--- src/rtl/alu_iter.sv ---
// alu_iter: multi-cycle ALU.
//   Single-cycle ops (add, and, not, pass, sll, srl, sra and the illegal
//   codes 10..15) finish one cycle after acceptance.
//   Iterative ops (mul, divu, remu) spend WIDTH cycles in CALC, handling
//   one operand bit per cycle. They finish WIDTH+1 cycles after acceptance.
//
// Handshake: a request is accepted on a rising edge where start=1 and
// busy=0. busy stays high from the next cycle up to and including the
// done cycle. done is a one-cycle pulse. result and div_by_zero are valid
// with done and hold their value until the next done.
//
// Ports:
//   clk, rst_n          clock, asynchronous active-low reset
//   start               request, sampled only while busy=0
//   aluop[3:0]          operation code
//   a, b [WIDTH-1:0]    operands, captured when a request is accepted
//   busy, done          status (registered)
//   result[WIDTH-1:0]   result of the last completed operation
//   div_by_zero         divu/remu completed with b=0
//   dbg_state[1:0]      current FSM state (0 IDLE, 1 CALC, 2 FIN)
module alu_iter #(
   parameter int WIDTH = 16,
   parameter int SHW   = $clog2(WIDTH)
) (
   input  logic             clk,
   input  logic             rst_n,
   input  logic             start,
   input  logic [3:0]       aluop,
   input  logic [WIDTH-1:0] a,
   input  logic [WIDTH-1:0] b,
   output logic             busy,
   output logic             done,
   output logic [WIDTH-1:0] result,
   output logic             div_by_zero,
   output logic [1:0]       dbg_state
);

   localparam int CW = $clog2(WIDTH);
   localparam logic [CW-1:0] CNT_LAST = CW'(WIDTH - 1);

   localparam logic [3:0] OP_ADD  = 4'd0;
   localparam logic [3:0] OP_AND  = 4'd1;
   localparam logic [3:0] OP_NOT  = 4'd2;
   localparam logic [3:0] OP_PASS = 4'd3;
   localparam logic [3:0] OP_SLL  = 4'd4;
   localparam logic [3:0] OP_SRL  = 4'd5;
   localparam logic [3:0] OP_SRA  = 4'd6;
   localparam logic [3:0] OP_MUL  = 4'd7;
   localparam logic [3:0] OP_DIVU = 4'd8;
   localparam logic [3:0] OP_REMU = 4'd9;

   typedef enum logic [1:0] {IDLE = 2'd0, CALC = 2'd1, FIN = 2'd2} state_t;

   state_t           state;
   logic [CW-1:0]    cnt;
   logic [3:0]       op;
   // The meaning of these registers depends on the operation:
   //   mul : acc = partial product, opa = multiplicand shifted left,
   //         opb = multiplier shifted right
   //   div : acc = partial remainder, opa = dividend shifting out at the
   //         top while quotient bits shift in at the bottom,
   //         opb = divisor (held constant)
   logic [WIDTH-1:0] acc, opa, opb;
   logic [WIDTH-1:0] acc_nxt, opa_nxt, opb_nxt;
   logic [WIDTH-1:0] quick;
   logic             is_iter;
   logic [WIDTH:0]   sh_rem, trial;

   assign dbg_state = state;
   assign is_iter   = (aluop == OP_MUL) || (aluop == OP_DIVU) || (aluop == OP_REMU);

   // Restoring division step. A borrow in trial[WIDTH] means the divisor
   // does not fit. When b=0 the divisor always fits, so the quotient
   // becomes all-ones and the remainder ends up equal to a. That is
   // exactly the divide-by-zero result, so no special-case path is needed.
   assign sh_rem = {acc, opa[WIDTH-1]};
   assign trial  = sh_rem - {1'b0, opb};

   always_comb begin
      quick = '0;
      case (aluop)
         OP_ADD:  quick = a + b;
         OP_AND:  quick = a & b;
         OP_NOT:  quick = ~a;
         OP_PASS: quick = a;
         OP_SLL:  quick = a << b[SHW-1:0];
         OP_SRL:  quick = a >> b[SHW-1:0];
         OP_SRA:  quick = $unsigned($signed(a) >>> b[SHW-1:0]);
         default: quick = '0;
      endcase
   end

   always_comb begin
      acc_nxt = acc;
      opa_nxt = opa;
      opb_nxt = opb;
      if (op == OP_MUL) begin
         acc_nxt = acc + (opb[0] ? opa : '0);
         opa_nxt = opa << 1;
         opb_nxt = opb >> 1;
      end else begin
         acc_nxt = trial[WIDTH] ? sh_rem[WIDTH-1:0] : trial[WIDTH-1:0];
         opa_nxt = {opa[WIDTH-2:0], ~trial[WIDTH]};
      end
   end

   always_ff @(posedge clk or negedge rst_n) begin
      if (!rst_n) begin
         state       <= IDLE;
         cnt         <= '0;
         op          <= '0;
         acc         <= '0;
         opa         <= '0;
         opb         <= '0;
         busy        <= 1'b0;
         done        <= 1'b0;
         result      <= '0;
         div_by_zero <= 1'b0;
      end else begin
         case (state)
            IDLE: begin
               done <= 1'b0;
               if (start) begin
                  op   <= aluop;
                  cnt  <= '0;
                  busy <= 1'b1;
                  if (is_iter) begin
                     acc   <= '0;
                     opa   <= a;
                     opb   <= b;
                     state <= CALC;
                  end else begin
                     result      <= quick;
                     div_by_zero <= 1'b0;
                     done        <= 1'b1;
                     state       <= FIN;
                  end
               end
            end
            CALC: begin
               acc <= acc_nxt;
               opa <= opa_nxt;
               opb <= opb_nxt;
               if (cnt == CNT_LAST) begin
                  // Last step. Take the result from the next-state values.
                  result      <= (op == OP_DIVU) ? opa_nxt : acc_nxt;
                  div_by_zero <= (op != OP_MUL) && (opb == '0);
                  done        <= 1'b1;
                  state       <= FIN;
               end else begin
                  cnt <= cnt + CW'(1);
               end
            end
            FIN: begin
               done  <= 1'b0;
               busy  <= 1'b0;
               state <= IDLE;
            end
            default: begin
               done  <= 1'b0;
               busy  <= 1'b0;
               state <= IDLE;
            end
         endcase
      end
   end

endmodule

--- config.mk ---
export PLATFORM = sky130hd
export DESIGN_NAME = alu_iter
export DESIGN_NICKNAME = d
export VERILOG_FILES = /design/src/rtl/alu_iter.sv
export SDC_FILE = /design/constraint.sdc
export NUM_CORES = 1
export LEC_CHECK = 0
export BUFFER_PORTS_ARGS = -buffer_cell sky130_fd_sc_hd__buf_2
export CAP_MARGIN = 20
export CORE_MARGIN = 5
export CORE_UTILIZATION = 55
export CTS_BUF_LIST = sky130_fd_sc_hd__clkbuf_2 sky130_fd_sc_hd__clkbuf_4 sky130_fd_sc_hd__clkbuf_8
export CTS_CLUSTER_DIAMETER = 120
export DETAILED_ROUTE_END_ITERATION = 8
export GPL_TIMING_DRIVEN = 0
export HOLD_SLACK_MARGIN = 0.03
export MAX_ROUTING_LAYER = met4
export PLACE_DENSITY_LB_ADDON = 0.2
export SLEW_MARGIN = 20
export SYNTH_ARGS = -nofsm -noshare
export SYNTH_HDL_FRONTEND = slang
export SYNTH_SLANG_ARGS = --single-unit
--- constraint.sdc ---
create_clock -name clk -period 3.9 [get_ports clk]
set_clock_uncertainty 0.05 [all_clocks]
set_input_delay 0.585 -clock clk [delete_from_list [all_inputs] [get_ports clk]]
set_output_delay 0.585 -clock clk [all_outputs]
set_load 0.02 [all_outputs]
# Word-level counts from Yosys, hierarchy flattened
# Cells that the tools add are included.
[word_totals] output_inout_bits=21 ff_bits=77 word_cells=92
[classes] mux=37 n_addsub=4 reduce_logical=14 shift=3 n_eq_ne=20 bitwise_logic=4
[op_table] op="16-bit 2-to-1 mux" n=14
[op_table] op="16-bit one-hot mux with 2 select lines" n=4
[op_table] op="16-bit one-hot mux with 7 select lines" n=1
[op_table] op="16-bit adder" n=2
[op_table] op="4-bit by 3-bit == test with 1-bit output, second input constant" n=5
[op_table] op="17-bit by 16-bit subtractor with 17-bit output" n=1
[op_table] op="16-bit bitwise AND" n=1
[op_table] op="4-bit == test, second input constant" n=4
[op_table] op="16-bit logical NOT" n=1
[op_table] op="16-bit NOT" n=1
[op_table] op="16-bit by 4-bit << shifter with 16-bit output" n=1
[op_table] op="16-bit by 4-bit >> shifter with 16-bit output" n=1
[op_table] op="16-bit by 4-bit >>> shifter with 16-bit output" n=1
[op_table] op="2-bit != test, second input constant" n=6
[op_table] op="4-bit by 2-bit == test with 1-bit output, second input constant" n=2
[op_table] op="1-bit 2-to-1 mux" n=8
[op_table] op="4-bit 2-to-1 mux" n=2
[op_table] op="4-bit one-hot mux with 2 select lines" n=1
[op_table] op="4-bit AND reduction" n=2
[op_table] op="2-bit 2-to-1 mux" n=3
[op_table] op="1-bit one-hot mux with 2 select lines" n=3
[op_table] op="2-bit AND reduction" n=3
[op_table] op="3-bit AND reduction" n=2
[op_table] op="4-bit by 1-bit adder with 4-bit output, second input constant" n=1
[op_table] op="10 further kinds" n=12

# Longest topological paths before layout
# Gate-level depths: netlist of the first run.
[depth] word_depth=6 ltp_mapped=14 ltp_nobuf=13

# Worst setup path after synthesis of the first run
# OpenSTA, ideal clock, no wires.
[synth_timing] path_kind="register to register" startpoint="register opb[0]" endpoint="register result[14]" synth_period_minus_slack_ns=3.181 required_time_ns=3.785 path_buffers=1 arrival_ns=3.066 stages_incl_launch_ff=14 slack_ns=0.719 path_cell_list="dfrtp_1 clkbuf_1 and2_1 ha_1 fa_1 a21oi_1 o211ai_1 a31oi_1 o21ai_0 a21o_1 a221oi_1 mux2i_1 o31ai_1 o221a_2"
[synth_via] elab_chain_len=6 elab_cells_between_ends=8 classes_between="add/sub (2); mux (6)"
[synth_rtl] element="start, declared" line_no="63" source="logic [WIDTH-1:0] acc, opa, opb;"
[synth_rtl] element="start signal, assigned" line_no="143" source="opb <= opb_nxt;"
[synth_rtl] element="17-bit by 16-bit subtractor with 17-bit output / 16-bit 2-to-1 mux (equally long branches)" line_no="77, 98"
[synth_rtl] element="16-bit 2-to-1 mux / 16-bit adder (equally long branches)" line_no="102, 98"
[synth_rtl] element="16-bit 2-to-1 mux *" line_no="97" source="if (op == OP_MUL) begin"
[synth_rtl] element="16-bit 2-to-1 mux *" line_no="146" source="result <= (op == OP_DIVU) ? opa_nxt : acc_nxt;"
[synth_rtl] element="16-bit 2-to-1 mux *" line_no="144" source="if (cnt == CNT_LAST) begin"
[synth_rtl] element="16-bit one-hot mux with 2 select lines *" line_no="120" source="case (state)"
[synth_rtl] element="end signal, assigned" line_no="133" source="result <= quick;"
[synth_rtl] element="end signal, assigned" line_no="146"
[synth_rtl] element="end, declared" line_no="33" source="output logic [WIDTH-1:0] result,"
# Mark *: on every way between the ends. The rest lies on a longest branch, timed or not. The select of a mux whose other input is x is not followed.
# A chain may end at the register's enable or synchronous reset.

# Final worst setup path of the first run
# Ends and elaborated chain as after synthesis.

==> flow_metrics.env, run 1 <==
export IMPL_cp_start_kind="register"
export IMPL_place_area_um2=8810
export IMPL_syn_to_final_growth_pct=9.66
export IMPL_worstRegToRegCells=13
export IMPL_synth_nets=1144
export IMPL_syn_area_per_cell_um2=7.85
export IMPL_num_antenna_cells=0
export IMPL_antenna_left=0
export IMPL_grt_overflow_total=0
export IMPL_r2r_end="result[14]"
export IMPL_avgRoutedWirePerCell_um=22.9
export IMPL_die_width_um=133
export IMPL_synth_cells=1052
export IMPL_drv_slew=0
export IMPL_groute_usage_overall=0.347
export IMPL_drc=0
export IMPL_cts_sinks=77
export IMPL_comb_power_share=0.627
export IMPL_synthFlopType="dfrtp_1"
export IMPL_r2r_slack_ns=0.15
export IMPL_place_congestion=1.09
export IMPL_num_rows=44
export IMPL_drive_gt1_frac=0.129
export IMPL_placedCellCount=1293
export IMPL_hold_viol_final=0
export IMPL_htree_num_levels=3
export IMPL_async_reset_ff_frac=1.00
export IMPL_ctsHoldBuffers=0
export IMPL_worstPathMaxFanout=10
export IMPL_finalCriticalPeriod_ns=3.75
export IMPL_power_share_clock=0.120
export IMPL_end_kind="register"
export IMPL_start_util=0.564
export IMPL_layoutNonFillerInstCount=1310
export IMPL_vias=8660
export IMPL_pwr_share_seq=0.253
export IMPL_clkTransAtPathRegs_ns=0.09
export IMPL_crit_type="register to register"
export IMPL_io_buffers=56
export IMPL_hp_class="input port to async pin"
export IMPL_cts_tree="yes"
export IMPL_die_area_um2=17600
export IMPL_nets=1213
export IMPL_ys_seq_area_frac=0.233
export IMPL_worstMarginPinSlew_ns=0.823
export IMPL_slew_headroom=0.448
export IMPL_worstPathRequired_ns=4.16
export IMPL_setup_tns_ns=0
export IMPL_antenna_found_initial=0
export IMPL_crit_arrival_ns=4.01
export IMPL_routed_wl_um=30000
export IMPL_first_pass_iters=5
export IMPL_dp_hpwl_um=23400
export IMPL_power_leakage_nw=3.94
export IMPL_max_cap_violations=0
export IMPL_setup_viol=0
export IMPL_fmax_mhz=267
export IMPL_synth_edf_count=0
export IMPL_status="completed"
export IMPL_post_route_cell_area_um2=9060
export IMPL_synth_seq_cells=77
export IMPL_final_period_utilization=0.962
export IMPL_cts_buffer_depth=2
export IMPL_coreArea_um2=14600
export IMPL_initialDrtViolationCount=966
export IMPL_rsz0062_at_grt="false"
export IMPL_crit_end="result[14]"
export IMPL_synth_cell_type_count=79
export IMPL_place_ws_ns=0.0341
export IMPL_internal_power_mw=3.01
export IMPL_r2r_start="opb[0]"
export IMPL_grt_max_degree=50
export IMPL_synth_area_um2=8260
export IMPL_swShare=0.498
export IMPL_fin_ws_ns=0.149
export IMPL_ioPinCount=60
export IMPL_grt_pass1_vias=8225
export IMPL_die_h_um=133
export IMPL_whs_ns=0.0924
export IMPL_grt_pass1_wl_um=46900
export IMPL_power_switching_mw=2.98
export IMPL_cp_startpoint="opb[0]"
export IMPL_vias_per_cell=6.61
export IMPL_cts_made_buffers=9
export IMPL_cts_root_buf="clkbuf_8"
export IMPL_clock_latency_ns=0.37
export IMPL_ir_worst_vdd_mv=0.251
export IMPL_power_density_nw_per_um2=661
export IMPL_ys_warn_count=0
export IMPL_fillCellCount=1384
repair_timing:
item / 4_1_cts / 5_1_grt
setup endpoints to repair: 1 / 5
gates resized for setup: 1 / 3
buffers inserted: 0 / 1
pin swaps: 0 / 1
gates cloned: 0 / 0
cell families after synthesis:
logic type / Yosys count / synth area share
AND/OR/NAND/NOR: 349 / 0.193
AO/OA/AOI/OAI: 343 / 0.278
buffers and inverters: 116 / 0.0566
flip-flops: 77 / 0.233
multiplexers: 61 / 0.0974
XOR/XNOR: 53 / 0.0594
adder cells (fa/ha/maj): 53 / 0.0830
cell type report:
class	count	area [um2]	share of cell area
Buffer	80	333	0.0367
Clock buffer	10	138	0.0152
Clock inverter	6	93.8	0.0104
Timing Repair Buffer	58	318	0.0351
Inverter	36	135	0.0149
Tap cell	184	230	0.0254
Multi-Input combinational cell	859	5890	0.650
Sequential cell	77	1930	0.213
worst max-delay path, stage by stage (launching register included):
cell      delay (ns)
dfrtp_2         0.49
clkbuf_1        0.23
and2_1          0.19
ha_1            0.22
fa_1            0.47
a21oi_2         0.19
o211ai_1        0.15
a31oi_2         0.31
o21ai_0         0.17
a21o_1          0.23
a221oi_1        0.34
mux2i_1         0.15
o31ai_1         0.26
o221a_2         0.24
per-stage QoR:
stage,util,power [mW]
floorplan,-,4.12
global placement,0.599,5.08
detailed placement,0.602,5.15
CTS,0.618,5.88
global route,0.619,6.38
finish,0.619,5.99
placed cells by master (no fill, tap or decap), types with 4 or more instances in the layout:
cell type	netlist	routed
nor2_1	124	124
nand2_1	110	110
dfrtp_1	77	76
a21oi_1	72	71
buf_2	13	68
o21ai_0	66	66
clkbuf_1	59	59
ha_1	50	50
inv_1	35	35
a31oi_1	36	35
xnor2_1	32	32
mux2i_1	32	32
o22ai_1	28	28
and2_1	23	23
a211oi_1	21	21
xor2_1	19	19
nor3_1	18	18
a22o_1	15	15
mux2_2	15	15
a21o_1	14	14
mux4_2	14	14
nand2b_1	13	13
nand3_1	13	13
a22oi_1	13	13
o211ai_1	12	12
nor2b_1	10	10
clkbuf_8	0	10
or3_1	7	7
buf_4	4	6
o31ai_1	6	6
or2_2	5	5
nand4_1	5	5
nor4_1	5	5
a221oi_1	4	4
nor3b_1	4	4
o221ai_1	4	4
o21bai_1	4	4
o32ai_1	4	4
how the worst min path moves through the flow:
stage | end | start | cells after the start
2_1_floorplan | acc[0] | rst_n | 0
3_3_place_gp | busy | busy | 1
3_5_place_dp | busy | busy | 1
4_1_cts | dbg_state[1] | rst_n | 1
5_1_grt | result[4] | rst_n | 1
6_report | busy | rst_n | 1
routing by layer:
metal | GRT usage | vias up | share of wire
li1 | - | 4003 | -
met1 | 0.452 | 4130 | 0.41
met2 | 0.548 | 440 | 0.47
met3 | 0.0410 | 87 | 0.072
met4 | 0.149 | 0 | 0.044
met5 | - | - | 0
registers in the layout, summed over array words and instances, names as in the netlist:
register,count
op,4
result,16
div_by_zero,1
acc,16
dbg_state,2
done,1
opa,16
opb,16
busy,1
cnt,4
synthesized netlist by cell type (4+ instances only):
cell type	count	area, um2
mux4_2	14	315
mux2i_1	32	320
clkbuf_1	59	221
nand4_1	5	31.3
xor2_1	19	166
and2_1	23	144
a22o_1	15	131
a31oi_1	36	225
buf_4	4	30.0
o21bai_1	4	30.0
xnor2_1	32	280
dfrtp_1	77	1930
or3_1	7	43.8
o31ai_1	6	45.0
nor3b_1	4	30.0
inv_1	35	131
a22oi_1	13	97.6
mux2_2	15	169
nand2b_1	13	81.3
a21oi_1	72	360
o21ai_0	66	330
nor4_1	5	31.3
a211oi_1	21	158
ha_1	50	626
nor2b_1	10	62.6
nand3_1	13	65.1
a21o_1	14	105
o211ai_1	12	90.1
o32ai_1	4	35.0
or2_2	5	31.3
nor2_1	124	465
a221oi_1	4	35.0
o221ai_1	4	35.0
buf_2	13	65.1
o22ai_1	28	175
nor3_1	18	90.1
nand2_1	110	413
power by group through the flow:
stage	logic, mW	clock network (mW)	registers, mW
after global routing	4.10	0.741	1.54
final	3.75	0.718	1.51
after global placement	3.58	0	1.50
after floorplan	2.69	0	1.43
after detailed placement	3.64	0	1.50
after CTS	3.68	0.716	1.49
Power figures use the tool's default switching activity.
==> run 2, diff against run 1 <==
--- a/config.mk
+++ b/config.mk
@@ -15,7 +15,7 @@
 export GPL_TIMING_DRIVEN = 0
 export HOLD_SLACK_MARGIN = 0.03
 export MAX_ROUTING_LAYER = met4
-export PLACE_DENSITY_LB_ADDON = 0.2
+export PLACE_DENSITY = 0.82
 export SLEW_MARGIN = 20
 export SYNTH_ARGS = -nofsm -noshare
 export SYNTH_HDL_FRONTEND = slang
==> run 2 against run 1 <==
Effect of this change:
- sequential power barely moved
- routed wire length rose by 1.5%
- power fell by 0.99%
- non-clock buffer count did not move
- hold slack improved by 0.0050 ns
- final area fell by 0.29%
- setup slack improved by 0.0088 ns
- die area did not move
- largest power group unchanged
- highest routed layer unchanged
==> flow_metrics.env, run 2 (synthesis results as in run 1) <==
export IMPL_status="completed"
export IMPL_final_cell_mix="124 x nor2_1, 110 x nand2_1, 76 x dfrtp_1, 71 x a21oi_1, 68 x buf_2"
export IMPL_fillCellCount=1363
export IMPL_worstPathRequired_ns=4.17
export IMPL_avgRoutedWirePerCell_um=23.2
export IMPL_setup_tns_ns=0
export IMPL_cts_made_buffers=9
export IMPL_initialDrtViolationCount=1079
export IMPL_mostFrequentLayoutCell="nor2_1"
export IMPL_ir_worst_vdd_mv=0.252
export IMPL_placedCellCount=1293
export IMPL_crit_type="register to register"
export IMPL_max_stage_delay_ns=0.49
export IMPL_final_period_utilization=0.960
export IMPL_clkTransAtPathRegs_ns=0.10
export IMPL_coreArea_um2=14600
export IMPL_groute_usage_overall=0.348
export IMPL_cts_buffer_depth=2
export IMPL_num_rows=44
export IMPL_die_area_um2=17600
export IMPL_path_buf_inv=1
export IMPL_antenna_found_initial=0
export IMPL_ioPinCount=60
export IMPL_crit_family="compound AO/OA/AOI/OAI gates"
export IMPL_drc=0
export IMPL_routed_wl_um=30400
export IMPL_crit_chain="clkbuf_2, and2_1, ha_1, fa_1, a21oi_2, o211ai_1, a31oi_2, o21ai_0, a21o_1, a221oi_1, mux2i_1, o31ai_1, o221a_2"
export IMPL_multiInputGateArea_um2=5880
export IMPL_worstMarginPinSlew_ns=1.09
export IMPL_drive_gt1_frac=0.130
export IMPL_vias=8970
export IMPL_dp_hpwl_um=23600
export IMPL_hp_class="input port to async pin"
export IMPL_syn_to_final_growth_pct=9.34
export IMPL_start_util=0.564
export IMPL_rsz0062_at_grt="true"
export IMPL_drv_slew=0
export IMPL_place_ws_ns=-0.0349
export IMPL_nets=1213
export IMPL_slowest_stage="dfrtp_2"
export IMPL_cp_start_kind="register"
export IMPL_num_antenna_cells=0
export IMPL_crit_arrival_ns=4.01
export IMPL_slew_headroom=0.265
export IMPL_grt_overflow_total=0
export IMPL_r2r_slack_ns=0.16
export IMPL_cts_root_buf="clkbuf_8"
export IMPL_die_width_um=133
export IMPL_power_density_nw_per_um2=656
export IMPL_power_leakage_nw=3.93
export IMPL_hold_viol_final=0
export IMPL_place_congestion=1.02
export IMPL_htree_num_levels=3
export IMPL_cts_tree="yes"
export IMPL_setup_viol=0
export IMPL_cts_sinks=77
export IMPL_antenna_left=0
export IMPL_seq_area_um2=1930
export IMPL_grt_max_degree=49
export IMPL_io_buffers=56
export IMPL_first_pass_iters=7
export IMPL_end_kind="register"
export IMPL_final_util=0.617
export IMPL_finalCriticalPeriod_ns=3.74
export IMPL_grt_pass1_wl_um=47000
export IMPL_layoutNonFillerInstCount=1310
export IMPL_fin_ws_ns=0.158
export IMPL_max_cap_violations=0
export IMPL_vias_per_cell=6.85
export IMPL_grt_pass1_vias=8192
export IMPL_fmax_mhz=267
export IMPL_clock_latency_ns=0.38
export IMPL_worstPathMaxFanout=10
export IMPL_die_h_um=133
[run 2: report_power, final]
part           internal (mW)  total, mW  switching, mW  leakage, nW
Combinational           1.52       3.77           2.25         2.91
Sequential              1.10       1.50          0.400        0.927
Clock                  0.305      0.654          0.350        0.101
Total                   2.93       5.93           3.00         3.93
[run 2: stage by stage]
stage | instance area [um2] | hold slack, ns | total power [mW]
2_1_floorplan | 8260 | 0.239 | 4.12
3_3_place_gp | 8770 | 0.418 | 5.06
3_5_place_dp | 8800 | 0.423 | 5.13
4_1_cts | 9020 | 0.110 | 5.80
5_1_grt | 9030 | 0.122 | 6.33
6_report | 9030 | 0.0974 | 5.93
[run 2: area by class of cell]
cell class                 instances  share of cell area
sequential                        77               0.213
clock inverter                     7             0.00900
buffer                            80              0.0370
tap                              184              0.0255
multi-input combinational        859               0.651
inverter                          36              0.0150
clock buffer                       9              0.0137
timing repair buffer              58              0.0352
[run 2: worst paths after layout]
| kind | startpoint | end | depth (start not counted) |
|---|---|---|---|
| worst max-delay path | opb[0] | result[14] | 13 |
| worst min-delay path | rst_n | acc[8] | 1 |
| worst max register to register | opb[0] | result[14] | 13 |
| worst min register to register | busy | busy | 1 |
| max in group asynchronous | rst_n | opb[0] | 2 |
| min in group clk | b[10] | opb[10] | 3 |
[run 2: per-layer routing]
metal,vias to the layer above,part of all wire,wire length (um),global-route usage
met5,-,0,0,-
met4,0,0.056,1700,0.166
met3,115,0.095,2890,0.0592
met2,589,0.45,13700,0.535
met1,4255,0.40,12200,0.448
li1,4011,-,-,-
[run 2: repair_timing]
action                                  in CTS  in global routing
resized for setup                            2                  5
endpoints found under the setup margin       3                  5
pin swaps                                    0                  1
hold buffers                                 0                  0
buffers inserted                             0                  1
